===== config.mk =====
export PLATFORM = sky130hd
export DESIGN_NAME = seven_seg_scan_ctrl
export DESIGN_NICKNAME = d
export VERILOG_FILES = /design/src/rtl/seven_seg_scan_ctrl.sv
export SDC_FILE = /design/constraint.sdc
export NUM_CORES = 1
export LEC_CHECK = 0
export BUFFER_PORTS_ARGS = -buffer_cell sky130_fd_sc_hd__buf_2
export CAP_MARGIN = 15
export CORE_ASPECT_RATIO = 1.4
export CORE_MARGIN = 4
export CORE_UTILIZATION = 59
export CTS_BUF_LIST = sky130_fd_sc_hd__clkbuf_2 sky130_fd_sc_hd__clkbuf_4 sky130_fd_sc_hd__clkbuf_8
export DETAILED_ROUTE_END_ITERATION = 8
export GPL_ROUTABILITY_DRIVEN = 0
export PLACE_DENSITY = 0.81
export REMOVE_ABC_BUFFERS = 1
export SYNTH_ARGS = -nofsm -noshare
export SYNTH_HDL_FRONTEND = slang
export SYNTH_SLANG_ARGS = --single-unit

===== constraint.sdc =====
create_clock -name clk -period 6 [get_ports clk]
set_input_delay 0.3 -clock clk [delete_from_list [all_inputs] [get_ports clk]]
set_output_delay 0.3 -clock clk [all_outputs]
set_load 0.03 [all_outputs]

===== src/rtl/seven_seg_scan_ctrl.sv =====
// Scan controller for a 4-digit common-anode display sharing one BCD decoder.
// Handles refresh timing, ghost guard, leading-zero blanking and frame-synchronous value updates.
module seven_seg_scan_ctrl #(
  parameter int REFRESH_DIV  = 100000,
  parameter int BLANK_CYCLES = 1000
) (
  input  logic        clk,
  input  logic        rst_n,
  input  logic [15:0] value_in,
  input  logic        load,
  input  logic        lz_en,
  output logic [3:0]  digit_out,
  output logic [3:0]  an,
  output logic        frame_done
);
  localparam int MAXC = (REFRESH_DIV > BLANK_CYCLES) ? REFRESH_DIV : BLANK_CYCLES;
  localparam int CW   = (MAXC > 1) ? $clog2(MAXC) : 1;
  localparam logic [CW-1:0] SHOW_LAST  = CW'(REFRESH_DIV - 1);
  localparam logic [CW-1:0] GUARD_LAST = CW'((BLANK_CYCLES > 0) ? BLANK_CYCLES - 1 : 0);

  typedef enum logic {SHOW, GUARD} state_t;

  state_t      state, state_nxt;
  logic [CW-1:0] cnt, cnt_nxt;
  logic [1:0]  idx, idx_nxt;
  logic [15:0] shadow, active;
  logic        pending;
  logic        advance, boundary;
  logic [3:0]  blank;
  logic        zero_above;

  always_ff @(posedge clk or negedge rst_n) begin
    if (!rst_n) begin
      state <= SHOW;
      cnt   <= '0;
      idx   <= 2'd0;
    end else begin
      state <= state_nxt;
      cnt   <= cnt_nxt;
      idx   <= idx_nxt;
    end
  end

  always_comb begin
    state_nxt = state;
    cnt_nxt   = cnt + CW'(1);
    advance   = 1'b0;
    case (state)
      SHOW: if (cnt == SHOW_LAST) begin
        cnt_nxt = '0;
        if (BLANK_CYCLES == 0) advance = 1'b1;
        else                   state_nxt = GUARD;
      end
      GUARD: if (cnt == GUARD_LAST) begin
        cnt_nxt   = '0;
        advance   = 1'b1;
        state_nxt = SHOW;
      end
      default: state_nxt = SHOW;
    endcase
    idx_nxt = advance ? idx + 2'd1 : idx;
  end

  // Leaving digit 3 closes the frame; this is the only point the visible value may change.
  assign boundary   = advance && (idx == 2'd3);
  assign frame_done = boundary;

  always_ff @(posedge clk or negedge rst_n) begin
    if (!rst_n) begin
      shadow  <= '0;
      active  <= '0;
      pending <= 1'b0;
    end else if (boundary) begin
      if (load)         active <= value_in;
      else if (pending) active <= shadow;
      pending <= 1'b0;
    end else if (load) begin
      shadow  <= value_in;
      pending <= 1'b1;
    end
  end

  // A digit is blank when it and every digit to its left are zero; digit 0 always shows.
  always_comb begin
    blank      = '0;
    zero_above = lz_en;
    for (int i = 3; i >= 1; i--) begin
      zero_above = zero_above && (active[4*i +: 4] == 4'd0);
      blank[i]   = zero_above;
    end
  end

  always_ff @(posedge clk or negedge rst_n) begin
    if (!rst_n) begin
      an        <= 4'b1111;
      digit_out <= 4'd0;
    end else if (state == SHOW && !blank[idx]) begin
      an        <= ~(4'b0001 << idx);
      digit_out <= active[4*idx +: 4];
    end else begin
      an        <= 4'b1111;
      digit_out <= 4'd0;
    end
  end
endmodule

==> flow_summary.ini, run 1 <==
[min_path]
min-delay-path-class = input pin to asynchronous set/reset pin

[synth]
synth_area_per_cell_um2 = 12.34
synthFlopType = dfrtp_1
synthArstFlopShare_pct = 100.0
synth.distinct_cells = 47
yosys_warnings = 0
synth_area_um2 = 3059
synth_edf_count = 0
yosysSeqAreaShare_pct = 50.06
synthCells = 248
ys_seq_elements = 61

[finish]
fin_area_um2 = 3461
postLayoutCoreUtil_pct = 70.38
layout-drive-gt1-share_pct = 33.57
syn_to_final_growth_pct = 13.13
fin_cells = 344
final_nets = 300
antenna_cells = 0

[critical_path]
timing.rr.start = cnt[0]
worst-setup-path-type = flop to flop
startpoint = cnt[0]
cp.arrival_ns = 2.96
setup.worst_path.end_class = flop
cp_max_fo = 19
start_kind = flop
cp_data_required_time_ns = 6.22

[floorplan]
ioPinCount = 29
fp.dieH_um = 93.20
core_um2 = 4917
rows = 30
start_util_pct = 62.21
fp.dieArea_um2 = 6417
fp.dieW_um = 68.86

[global_route]
grt-ovfl-total = 0
grtUsageMet1_pct = 29.50
grt_pass1_wl_um = 11300
grtUsageMet3_pct = 5.288
met2_usage_pct = 38.61
antenna_found_initial = 0
busiest_layer = met2
grt_max_degree = 62
grt_util_all_layers_pct = 23.80
grt_pass1_vias = 2248

[routing]
ant_nets = 0
drt_wl_total_um = 6621
drt_iter0_markers = 248
via_per_inst = 6.392
vias = 2199
dr.pass1.iters = 4
post_drt_wl_per_cell_um = 19.25
route.detailed.drc = 0

[placement]
placed_cells = 328
post-place-ws_ns = 3.314
io_buffers = 28
dp_hpwl_um = 4285
detailed_place.area_um2 = 3232

[timing]
hold_violations = 0
fin_setup_tns_ns = 0
rsz0062_at_grt = no
clock_skew_ns = 0.008304
slew_viol_final = 0
hold-worst-slack_ns = 0.1082
slew_headroom_pct = 28.31
min_period_over_period_pct = 45.72
worst_pin_slew_ns = 1.070
finalSetupViolCount = 0
max_freq_mhz = 364.5
period_minus_slack_ns = 2.743
layout_setup_ws_ns = 3.257

[power]
swShare_pct = 20.57
p_leak_nw = 1.477
combPwrFrac_pct = 4.0
p_total_uw = 877.3
p_per_area_nw_per_um2 = 253.5
power_frac_clock_pct = 47.2
p_sw_uw = 180.4
seqPwrFrac_pct = 48.8
peakVddDrop_uv = 168.2
intPower_uw = 696.9

[clock_network]
cts_root_buffer = clkbuf_8
clk_latency_ns = 0.34
cts_tree = done
cts-buffers-inserted = 9
hold_buffers = 0
cts_resized = 0
path_clk_slew_ns = 0.07
cts_buffer_depth = 2
htreeDepth = 3
cts_setup_buffers = 0
numClockSinks = 61

[run]
cap_viol_max_count = 0

[status]
status = finished clean
-- final cells by class --
type | count | area (µm²)
fillers | 352 | 1456
clock buffers | 12 | 158.9
multi-input cells | 167 | 1443
well taps | 64 | 80.08
flip-flops and latches | 61 | 1531
inverters | 6 | 22.52
repair buffers | 30 | 155.1
clock inverters | 4 | 70.07
-- synth_stat cells, types with 3 or more instances --
cell type	instances	area [µm²]
dfrtp_1	57	1426
mux2_2	17	191.4
o221a_2	16	180.2
or3_1	16	100.1
nor2_1	15	56.30
o41a_1	15	168.9
clkbuf_1	10	37.54
nand2_1	8	30.03
xor2_1	8	70.07
nand3_1	7	35.03
inv_1	6	22.52
xnor2_1	6	52.55
ha_1	5	62.56
nor3_1	5	25.02
and2_1	4	25.02
dfstp_2	4	105.1
mux4_2	4	90.09
o211ai_1	4	30.03
a21oi_1	3	15.01
nand4_1	3	18.77
o21ai_0	3	15.01
or4_1	3	22.52
-- critical path, stage by stage (launching register included) --
cell,delay (ns)
dfrtp_1,0.39
ha_1,0.26
and4bb_2,0.29
nand4b_4,0.34
o31ai_4,0.91
mux2_2,0.42
-- state kept, by name, indices dropped and copies added, names as in the netlist --
signal,cells
active,16
an,4
cnt,17
digit_out,4
idx,2
pending,1
shadow,16
state,1
-- layout by cell type (no fill, tap or decap), drive strengths merged, types with 5 or more instances in the layout --
cell	n
nand3	7
xnor2	6
nor3	6
nand2	8
or3	16
buf	30
clkbuf	12
inv	6
o221a	16
o41a	15
dfrtp	57
xor2	8
mux2	17
nor2	15
ha	5
-- final timing paths --
path / depth (start not counted) / slack (ns) / to
worst min-delay path: 2 / 0.11 / active[1]
worst min register to register: 1 / 0.49 / cnt[0]
min in group clk: 2 / 0.21 / shadow[2]
worst max register to register: 5 / 3.26 / shadow[9]
worst max-delay path: 5 / 3.26 / shadow[9]
max in group asynchronous: 2 / 5.39 / digit_out[0]
-- power groups by stage --
stage	combinational, mW	clock (mW)	sequential (mW)
floorplan	0.0136	0	0.434
global placement	0.0338	0	0.435
detailed placement	0.0354	0	0.435
CTS	0.0356	0.421	0.428
global route	0.0390	0.448	0.429
finish	0.0349	0.415	0.428
-- routing by layer --
layer | up-vias | part of all wire, %
met3 | 12 | 5.1
met4 | 0 | 2.4
met5 | - | 0
met2 | 69 | 53
li1 | 1017 | -
met1 | 1101 | 39
-- logic make-up after synthesis --
group	Yosys count	share of synthesized area [%]
simple gates	81	16.81
compound gates	46	15.09
fa+ha+maj	5	2.045
flops	61	50.06
mux	21	9.202
buf+inv	20	2.781
xor+xnor	14	4.008
(Power assumes the default switching activity.)
==> inputs of run 2 (changes only) <==
Settings changed: CORE_UTILIZATION 59 to 55, PLACE_DENSITY 0.81 to 0.8.
Clock period 6 ns to 2.35 ns, I/O delays scaled along.
==> flow_summary.ini, run 2 (synthesis results as in run 1) <==
[status]
status = finished clean

[clock_network]
cts_tree = done
numClockSinks = 61
htreeDepth = 3
cts_root_buffer = clkbuf_8
cts_setup_buffers = 0
path_clk_slew_ns = 0.07
cts_buffer_depth = 2
cts-buffers-inserted = 9
clk_latency_ns = 0.34

[floorplan]
rows = 31
fp.dieH_um = 96.25
start_util_pct = 57.99
ioPinCount = 29
core_um2 = 5275
fp.dieW_um = 71.03
fp.dieArea_um2 = 6836

[global_route]
grt-ovfl-total = 0
grt_util_all_layers_pct = 21.93
grt_pass1_wl_um = 11470
antenna_found_initial = 0
grt_pass1_vias = 2346
grt_max_degree = 41

[placement]
dp_hpwl_um = 4737
detailed_place.area_um2 = 3362
io_buffers = 28

[finish]
layout_common_cells = dfrtp_1 (56), buf_2 (28), buf_4 (19)
final_common_cell = dfrtp_1
nFillCells = 404
antenna_cells = 0
final_nets = 318
fin_area_um2 = 3632
largest_reg_flops = 17
largest_register = cnt
syn_to_final_growth_pct = 18.73
reg_top3 = cnt x17, active x16, shadow x16
layout-drive-gt1-share_pct = 37.92

[critical_path]
setup.worst_path.end_class = primary output
worst-path-buf-inv = 1
cp_slowest_cell = or4b_2
cp_max_fo = 6
start_kind = flop
cp.arrival_ns = 2.16
worst-setup-path-type = flop to primary output
slowest_delay_ns = 0.70
cp_data_required_time_ns = 2.23
path_cells = nand4_2 > or4b_2 > nor3_2 > buf_2
critical-path-top-delay-family = simple AND/OR/NAND/NOR gates

[timing]
fin_setup_tns_ns = 0
max_freq_mhz = 438.9
min_period_over_period_pct = 96.95
hold_violations = 0
finalSetupViolCount = 0
slew_viol_final = 0
rsz0062_at_grt = no
slew_headroom_pct = 41.75
clock_skew_ns = 0.007763
period_minus_slack_ns = 2.278
worst_pin_slew_ns = 0.8738

[routing]
post_drt_wl_per_cell_um = 18.73
vias = 2281
via_per_inst = 6.266
drt_wl_total_um = 6819
route.detailed.drc = 0
ant_nets = 0
dr.pass1.iters = 4
drt_iter0_markers = 110

[run]
cap_viol_max_count = 0

[power]
p_leak_nw = 1.586
p_per_area_nw_per_um2 = 645.2
peakVddDrop_uv = 360.4
p_total_mw = 2.343

[min_path]
min-delay-path-class = input pin to flop
run 2: layout make-up:
cell class                 count  area [µm²]  share of cell area [%]
tap                           66       82.58                   2.274
sequential                    61        1533                   42.20
clock inverter                 4       95.09                   2.618
clock buffer                  12       152.6                   4.203
timing repair buffer          48       292.8                   8.061
multi-input combinational    167        1454                   40.03
inverter                       6       22.52                  0.6200
run 2: path summary, 6_finish.rpt:
path / start / to / slack [ns] / cells after the start
worst max-delay path: cnt[6] / frame_done / 0.07 / 4
worst min-delay path: value_in[7] / shadow[7] / 0.02 / 2
worst max register to register: cnt[0] / active[5] / 0.27 / 5
worst min register to register: cnt[0] / cnt[0] / 0.48 / 1
max in group asynchronous: rst_n / active[1] / 1.21 / 3
min in group asynchronous: rst_n / cnt[13] / 0.43 / 2
run 2: layer usage:
layer  track usage [%]  vias up  wire length (µm)
met5                 0        -                 0
met4             10.50        0               112
li1                  -     1054                 -
met2             38.00       55              3666
met3             4.180       11               299
met1             26.21     1161              2741
run 2: report_power, final:
group / internal [mW] / leakage (nW) / switching (mW)
Clock: 0.756 / 0.127 / 0.401
Sequential: 1.08 / 0.782 / 0.0149
Combinational: 0.0423 / 0.676 / 0.0517
Total: 1.88 / 1.59 / 0.467
run 2: worst reg2reg max path, cell delays in order (launching register included):
cell and delay, ns:
dfrtp_1 0.38, ha_1 0.27, and4bb_2 0.30, nand4b_4 0.15
nor3_4 0.61, o221a_2 0.30
run 2: metrics by stage:
step	utilization (%)	setup WS, ns	hold slack, ns	cells
final	68.86	0.07156	0.02181	364
after global routing	68.86	0.01112	0.02905	364
after CTS	68.83	0.05543	0.01687	364
after detailed placement	63.73	0.02285	0.2747	347
after global placement	63.73	0.05996	0.2830	347
after floorplan	-	0.006950	-0.1781	234
run 2: what timing repair did:
| action | 4_1_cts | 5_1_grt |
|---|---|---|
| hold buffers | 1 | 0 |
| endpoints found under the hold margin | 34 | 0 |
| setup endpoints to repair | 11 | 1 |
| gates resized for setup | 2 | 1 |
==> inputs of run 3 (changes only) <==
==> constraint.sdc (replaced) <==
create_clock -name clk -period 2.35 [get_ports clk]
set_input_delay 0.3525 -clock clk [delete_from_list [all_inputs] [get_ports clk]]
set_output_delay 0.3525 -clock clk [all_outputs]
set_load 0.03 [all_outputs]
==> flow_summary.ini, run 3 (synthesis results as in run 1) <==
[clock_network]
cts-buffers-inserted = 9
clk_latency_ns = 0.34
cts_buffer_depth = 2
path_clk_slew_ns = 0.08
cts_root_buffer = clkbuf_8
htreeDepth = 3
cts_tree = done
numClockSinks = 61

[timing]
slew_headroom_pct = 68.84
min_period_over_period_pct = 97.73
clock_skew_ns = 0.01052
hold-worst-slack_ns = 0.2492
slew_viol_final = 0
finalSetupViolCount = 0
period_minus_slack_ns = 2.297
worst_pin_slew_ns = 0.4673
fin_setup_tns_ns = 0
hold_violations = 0
max_freq_mhz = 435.4

[critical_path]
cp_data_required_time_ns = 2.00
slowest_delay_ns = 0.69
worst-setup-path-type = flop to primary output
cp_slowest_cell = or4b_2
path_cells = nand4_2 > or4b_2 > nor3_4 > buf_6
cp.arrival_ns = 1.94
start_kind = flop
cp_max_fo = 6
setup.worst_path.end_class = primary output

[finish]
layout_common_cells = dfrtp_1 (54), buf_2 (27), mux2_2 (17), buf_4 (17)
largest_reg_flops = 17
reg_top3 = cnt x17, active x16, shadow x16
final_nets = 317
final_common_cell = dfrtp_1
nFillCells = 426
postLayoutCoreUtil_pct = 68.33
syn_to_final_growth_pct = 17.83
layout-drive-gt1-share_pct = 38.72
largest_register = cnt
antenna_cells = 0
fin_area_um2 = 3605

[floorplan]
fp.dieH_um = 96.25
core_um2 = 5275
fp.dieArea_um2 = 6836
start_util_pct = 57.99
fp.dieW_um = 71.03
rows = 31
ioPinCount = 29

[global_route]
grt_pass1_vias = 2378
grt_max_degree = 59
antenna_found_initial = 0
grt-ovfl-total = 0
grt_util_all_layers_pct = 21.36
grt_pass1_wl_um = 11210

[placement]
io_buffers = 28
detailed_place.area_um2 = 3344
dp_hpwl_um = 4561

[routing]
via_per_inst = 6.207
route.detailed.drc = 0
post_drt_wl_per_cell_um = 18.37
drt_wl_total_um = 6670
drt_iter0_markers = 231
ant_nets = 0
vias = 2253
dr.pass1.iters = 4

[power]
p_per_area_nw_per_um2 = 589.8
intPower_mw = 1.636
seqPwrFrac_pct = 51.4
swShare_pct = 23.05
p_leak_nw = 1.552
power_frac_clock_pct = 44.1
combPwrFrac_pct = 4.5
p_sw_uw = 490.0
peakVddDrop_uv = 448.3

[status]
status = finished clean

[min_path]
min-delay-path-class = input pin to flop

[run]
cap_viol_max_count = 0
run 3: cell types whose count changed in the layout (fill, tap and decap cells not counted), sizes merged:
cell | previous run | this run
buf | 47 | 46
bufinv | 3 | 1
clkbuf | 12 | 10
clkinv | 1 | 2
clkinvlp | 0 | 3
run 3: cell type report:
cell class	count	area (µm²)	share of cell area, %
clock buffers	10	137.6	3.818
clock inverters	6	62.56	1.736
inverters	6	22.52	0.6248
multi-input cells	167	1460	40.51
flip-flops and latches	61	1535	42.59
well taps	66	82.58	2.291
repair buffers	47	304.0	8.435
run 3: worst max-delay path: cells and delay by family (launching register included):
| family | cells | cell delay [ns] |
|---|---|---|
| flops | 1 | 0.42 |
| simple gates | 3 | 1.03 |
| buf+inv | 1 | 0.16 |
run 3: worst paths after layout:
check | startpoint | end | slack (ns) | depth (start not counted)
setup / recovery | cnt[6] | frame_done | 0.05 | 4
hold / removal | value_in[5] | shadow[5] | 0.25 | 2
setup reg to reg | idx[1] | shadow[2] | 0.32 | 5
hold reg to reg | cnt[0] | cnt[0] | 0.49 | 1
max in group asynchronous | rst_n | an[0] | 1.44 | 3
min in group asynchronous | rst_n | shadow[14] | 0.35 | 2
run 3: stage by stage:
stage               cells  power, mW  worst slack (ns)
CTS                   360      2.145          0.003239
floorplan             234      1.142          -0.08762
global placement      343      1.204            0.3317
detailed placement    343      1.208            0.3047
global route          363      2.218          -0.02109
finish                363      2.126           0.05325
run 3: metal layers:
metal | GRT usage (%) | vias up | routed length [µm]
met5 | 0 | - | 0
met4 | 10.50 | 0 | 187
met3 | 6.165 | 20 | 298
met2 | 36.07 | 54 | 3424
met1 | 24.88 | 1135 | 2758
li1 | - | 1044 | -
run 3: repair_timing:
action	CTS	global route
hold buffers	1	0
pin swaps	0	1
cloned	0	0
setup endpoints to repair	1	1
endpoints found under the hold margin	3	0
buffers inserted	0	3
resized for setup	4	4
run 3: power by group through the flow:
| stage | clock network (mW) | registers, mW | logic (mW) |
|---|---|---|---|
| finish | 0.938 | 1.09 | 0.0956 |
| global route | 1.02 | 1.09 | 0.108 |
| CTS | 0.956 | 1.09 | 0.0981 |
| detailed placement | 0 | 1.11 | 0.0965 |
| global placement | 0 | 1.11 | 0.0936 |
| floorplan | 0 | 1.11 | 0.0348 |
